===== src/rtl/uart_word_assembler.sv =====
// Packs UART bytes into 16-bit words tagged with their frame index, keeps a
// running word checksum, and flags frame completion, half-word timeouts and overrun bytes.
module uart_word_assembler #(
    parameter int unsigned WORDS          = 64,
    parameter int unsigned MSB_FIRST      = 1,
    parameter int unsigned TIMEOUT_CYCLES = 20000
) (
    input  logic        clk,
    input  logic        rst_n,
    input  logic        ce,
    input  logic        clr,
    input  logic        byte_dv,
    input  logic [7:0]  byte_in,
    output logic        word_dv,
    output logic [15:0] word,
    output logic [5:0]  word_idx,
    output logic        frame_done,
    output logic [15:0] checksum,
    output logic        timeout_err,
    output logic        extra_err
);

    localparam int unsigned IDX_W = 6;
    localparam int unsigned TMR_W = 16;
    localparam logic [TMR_W-1:0] TMR_LAST  = TMR_W'(TIMEOUT_CYCLES - 1);
    localparam logic [IDX_W-1:0] LAST_WORD = IDX_W'(WORDS - 1);

    typedef enum logic [1:0] {
        IDLE = 2'd0,
        HALF = 2'd1,
        DONE = 2'd2
    } state_t;

    state_t             state, state_nxt;
    logic [7:0]         hold, hold_nxt;
    logic [TMR_W-1:0]   tmr, tmr_nxt;
    logic [IDX_W-1:0]   wcnt, wcnt_nxt;
    logic               word_dv_nxt;
    logic [15:0]        word_nxt;
    logic [IDX_W-1:0]   word_idx_nxt;
    logic               frame_done_nxt;
    logic [15:0]        checksum_nxt;
    logic               timeout_err_nxt;
    logic               extra_err_nxt;
    logic [15:0]        pair_c;

    // Combine the held first byte with the incoming second byte.
    always_comb begin
        pair_c = (MSB_FIRST != 0) ? {hold, byte_in} : {byte_in, hold};
    end

    // Next-state and next-output logic; clr overrides any byte in the same cycle.
    always_comb begin
        state_nxt       = state;
        hold_nxt        = hold;
        tmr_nxt         = tmr;
        wcnt_nxt        = wcnt;
        word_dv_nxt     = 1'b0;
        word_nxt        = word;
        word_idx_nxt    = word_idx;
        frame_done_nxt  = frame_done;
        checksum_nxt    = checksum;
        timeout_err_nxt = timeout_err;
        extra_err_nxt   = extra_err;

        if (clr) begin
            state_nxt       = IDLE;
            wcnt_nxt        = '0;
            checksum_nxt    = '0;
            frame_done_nxt  = 1'b0;
            timeout_err_nxt = 1'b0;
            extra_err_nxt   = 1'b0;
        end else begin
            case (state)
                IDLE: begin
                    if (byte_dv) begin
                        hold_nxt  = byte_in;
                        tmr_nxt   = '0;
                        state_nxt = HALF;
                    end
                end
                HALF: begin
                    if (byte_dv) begin
                        word_nxt     = pair_c;
                        word_idx_nxt = wcnt;
                        word_dv_nxt  = 1'b1;
                        checksum_nxt = checksum + pair_c;
                        wcnt_nxt     = wcnt + IDX_W'(1);
                        if (wcnt == LAST_WORD) begin
                            state_nxt      = DONE;
                            frame_done_nxt = 1'b1;
                        end else begin
                            state_nxt = IDLE;
                        end
                    end else if (tmr == TMR_LAST) begin
                        // Second byte never arrived: drop the stale half-word.
                        hold_nxt        = '0;
                        timeout_err_nxt = 1'b1;
                        state_nxt       = IDLE;
                    end else begin
                        tmr_nxt = tmr + TMR_W'(1);
                    end
                end
                DONE: begin
                    if (byte_dv) begin
                        extra_err_nxt = 1'b1;
                    end
                end
                default: begin
                    state_nxt = IDLE;
                end
            endcase
        end
    end

    // State and output registers, advanced only on enabled cycles.
    always_ff @(posedge clk or negedge rst_n) begin
        if (!rst_n) begin
            state       <= IDLE;
            hold        <= '0;
            tmr         <= '0;
            wcnt        <= '0;
            word_dv     <= 1'b0;
            word        <= '0;
            word_idx    <= '0;
            frame_done  <= 1'b0;
            checksum    <= '0;
            timeout_err <= 1'b0;
            extra_err   <= 1'b0;
        end else if (ce) begin
            state       <= state_nxt;
            hold        <= hold_nxt;
            tmr         <= tmr_nxt;
            wcnt        <= wcnt_nxt;
            word_dv     <= word_dv_nxt;
            word        <= word_nxt;
            word_idx    <= word_idx_nxt;
            frame_done  <= frame_done_nxt;
            checksum    <= checksum_nxt;
            timeout_err <= timeout_err_nxt;
            extra_err   <= extra_err_nxt;
        end
    end

endmodule

===== config.mk =====
export PLATFORM = sky130hd
export DESIGN_NAME = uart_word_assembler
export DESIGN_NICKNAME = d
export VERILOG_FILES = /design/src/rtl/uart_word_assembler.sv
export SDC_FILE = /design/constraint.sdc
export NUM_CORES = 1
export LEC_CHECK = 0
export CAP_MARGIN = 20
export CORE_UTILIZATION = 45
export DETAILED_ROUTE_END_ITERATION = 7
export GPL_ROUTABILITY_DRIVEN = 1
export HOLD_SLACK_MARGIN = 0.02
export PLACE_DENSITY = 0.68
export SLEW_MARGIN = 20
export SYNTH_ARGS = -nofsm -noshare
export SYNTH_HDL_FRONTEND = slang
export SYNTH_SLANG_ARGS = --single-unit

===== constraint.sdc =====
create_clock -name clk -period 3.25 [get_ports clk]
set_input_delay 0.325 -clock clk [delete_from_list [all_inputs] [get_ports clk]]
set_output_delay 0.325 -clock clk [all_outputs]
set_load 0.05 [all_outputs]

==> qor.yml <==
detailed_routing:
  via_count: 3172
  initialDrtViolationCount: 154
  detail_route.wirelength_mm: 9.03
  drtAntennaViolNets: 0
  drc_errors: 0
  number_of_vias_per_cell: 5.49
  wl_per_cell_um: 15.6
  drtPass1Iterations: 5
power:
  relative_contribution_of_sequential_cells_to_total_power_pct: 40.1
  leakage_power_nw: 2.21
  switching_power_w: 0.00109
  p_comb_share_pct: 33.4
  power_switching_share_pct: 38.2
  p_clk_share_pct: 26.5
  power_density_mw_per_mm2: 603
  cellInternalPower_w: 0.00176
  ir_drop_uv: 498
sta:
  final_min_period_over_clock_period_pct: 80.5
  clock_skew_ns: 0.0111
  fin_tns_setup_ns: 0
  final_hold_viol_count: 0
  rsz0062_at_grt: "no"
  period_needed_ns: 2.62
  max_clock_freq_mhz: 382
  count_of_endpoints_failing_setup_in_the_final_report: 0
  worst-slew-pin-transition_ns: 0.943
  relSlewSlack_pct: 37.2
  report.final.slew_viol_count: 0
die:
  fp.dieW_um: 94.8
  core-area_mm2: 0.00830
  number_of_i_o_pins: 55
  floorplan.initialDensity_pct: 46.7
  fp.dieArea_mm2: 0.00899
  core.rowCount: 33
  die_height_um: 94.8
run:
  max_cap_violations: 0
global_routing:
  first_global_vias: 3160
  globalRouteTotalUtil_pct: 21.9
  grt_antenna_before_repair: 0
  global_route_wire_length_before_repair_mm: 15.4
  grt.overflow.total: 0
  maximum_number_of_pins_on_one_net_before_global_route_repair: 75
run_status:
  result_of_the_run: "finished clean"
synthesis:
  post-synth-top-count-cell: "nand2_1"
  post_synthesis_instance_total: 415
  synth_top_cells_by_area: "dfrtp_1, nand2_1, ha_1"
  ys_types: 50
  synth_seq_cells: 74
  synth_ff_type: "dfrtp_1"
  synth_nets: 446
  synth-warning-count: 0
  yosys.area.top_type: "dfrtp_1"
  count_of_flip_flops_with_a_built_in_enable_after_synthesis: 0
  synth_seq_area_share_pct: 47.7
  synth.cells.most_frequent: "nand2_1, dfrtp_1, o21ai_0"
  average_footprint_of_a_synthesized_cell_um2: 9.35
  synth_top_area_share_pct: 47.7
  post_synth_instance_area_mm2: 0.00388
  synth_async_sr_flop_share_pct: 100
cts:
  cts_tree: "done"
  clk-insertion-delay-late_ns: 0.34
  cts_inserted_buffers: 9
  cts.sink_count: 74
  clk_transition_reported_paths_ns: 0.08
  cts_hold_buf: 0
  ctsRootBufferMaster: "clkbuf_8"
  post-cts-setup-buffer-count: 0
  max-clock-path-buffers: 2
  cts_resized: 0
  cts_max_level: 3
final_layout:
  final.fill_count: 769
  drive_gt1_share_pct: 6.13
  antenna_cells_inserted: 0
  num-nets-final: 499
  instances_no_fill: 578
  synthToLayoutAreaGrowth_pct: 22.1
worst_setup_path:
  critical_path_arrival_ns: 2.84
  peak_fanout_along_the_critical_path: 7
  timing.critical_path.to_type: "register"
  worstSetupStartpointType: "input port"
  timing.critical_path.required_ns: 3.47
  crit_type: "input port to register"
placed_design:
  placed_cells: 562
  globalplace.congestion: 0.851
  dp.final_hpwl_mm: 6.33
  numPortBuffers: 54
hold_path:
  min-delay-path-class: "input port to asynchronous set/reset pin"
[registers in the layout, indices dropped and copies added (netlist names)]
signal / cells
tmr: 16
wcnt: 6
hold: 8
word_dv: 1
extra_err: 1
timeout_err: 1
word: 16
checksum: 16
word_idx: 6
frame_done: 1
state: 2
[power by group through the flow]
| stage | sequential [W] | clock [W] | combinational (W) |
|---|---|---|---|
| floorplan | 0.00146 | 0 | 0.000341 |
| global placement | 0.00116 | 0 | 0.000938 |
| detailed placement | 0.00116 | 0 | 0.000954 |
| CTS | 0.00114 | 0.000773 | 0.000960 |
| global route | 0.00116 | 0.000817 | 0.00103 |
| finish | 0.00114 | 0.000755 | 0.000953 |
[cell usage in the layout (no fill, tap or decap), types with 4 or more instances in the layout]
master and n:
a22o_1 10, and2_1 6, nor3_1 6, o21ai_0 32, clkbuf_8 10, dfrtp_1 74
xnor2_1 5, xor2_1 20, nand2_1 96, nor2b_1 4, ha_1 17, a21o_1 6
buf_4 6, o31ai_1 5, a21oi_1 14, clkdlybuf4s50_1 53, nor2_1 28, inv_1 6
nand3_1 13, nand4_1 6
[critical path, stage by stage]
cell and delay [ns]:
clkdlybuf4s50_1 0.45, ha_1 0.42, a211o_1 0.34, a31oi_2 0.24, o31a_4 0.21, o211ai_4 0.09
a221oi_4 0.31, xor2_1 0.11, a311o_1 0.35
[routing by layer]
layer | vias up | global-route usage, % | routed length (µm)
li1 | 1561 | - | -
met1 | 1520 | 30.4 | 4400
met2 | 82 | 35.1 | 4180
met3 | 9 | 4.03 | 367
met4 | 0 | 6.06 | 84
met5 | - | 0 | 0
[path summary, 6_finish.rpt]
path	from	to	slack, ns	cells after the start
hold reg to reg	word[10]	word[10]	0.48	2
setup reg to reg	checksum[3]	checksum[15]	0.71	8
max in group asynchronous	rst_n	word[8]	2.51	1
min in group clk	word[10]	word[10]	0.48	2
hold / removal	rst_n	checksum[8]	0.11	1
setup / recovery	byte_in[3]	checksum[15]	0.63	9
[logic make-up (layout without fill, tap and decap cells)]
| logic type | after synthesis | after routing | synth area share (%) |
|---|---|---|---|
| buffers and inverters | 23 | 81 | 2.45 |
| multiplexers | 2 | 2 | 0.516 |
| AND/OR/NAND/NOR | 179 | 179 | 20.7 |
| AO/OA/AOI/OAI | 94 | 94 | 17.0 |
| flip-flops | 74 | 74 | 47.7 |
| adder cells (fa/ha/maj) | 18 | 18 | 6.00 |
| XOR/XNOR | 25 | 25 | 5.65 |
[area by class of cell]
class                           instances  area [µm²]  share of cell area (%)
Inverter                                6        22.5                   0.476
Sequential cell                        74        1850                    39.1
Multi-Input combinational cell        318        1940                    41.0
Timing Repair Buffer                   59         576                    12.2
Clock buffer                           10         138                    2.91
Tap cell                              105         131                    2.77
Clock inverter                          6        72.6                    1.53
[per-stage QoR]
step / util [%] / power, W / cell area, µm² / hold slack, ns / setup slack [ns]
floorplan: - / 0.00180 / 3880 / 0.0294 / 0.550
global placement: 54.5 / 0.00210 / 4520 / 0.458 / 0.339
detailed placement: 54.5 / 0.00212 / 4520 / 0.461 / 0.267
CTS: 57.0 / 0.00288 / 4730 / 0.157 / 0.632
global route: 57.0 / 0.00300 / 4730 / 0.190 / 0.476
finish: 57.0 / 0.00285 / 4730 / 0.113 / 0.634
Note: power is estimated with default switching activity, not from simulation.
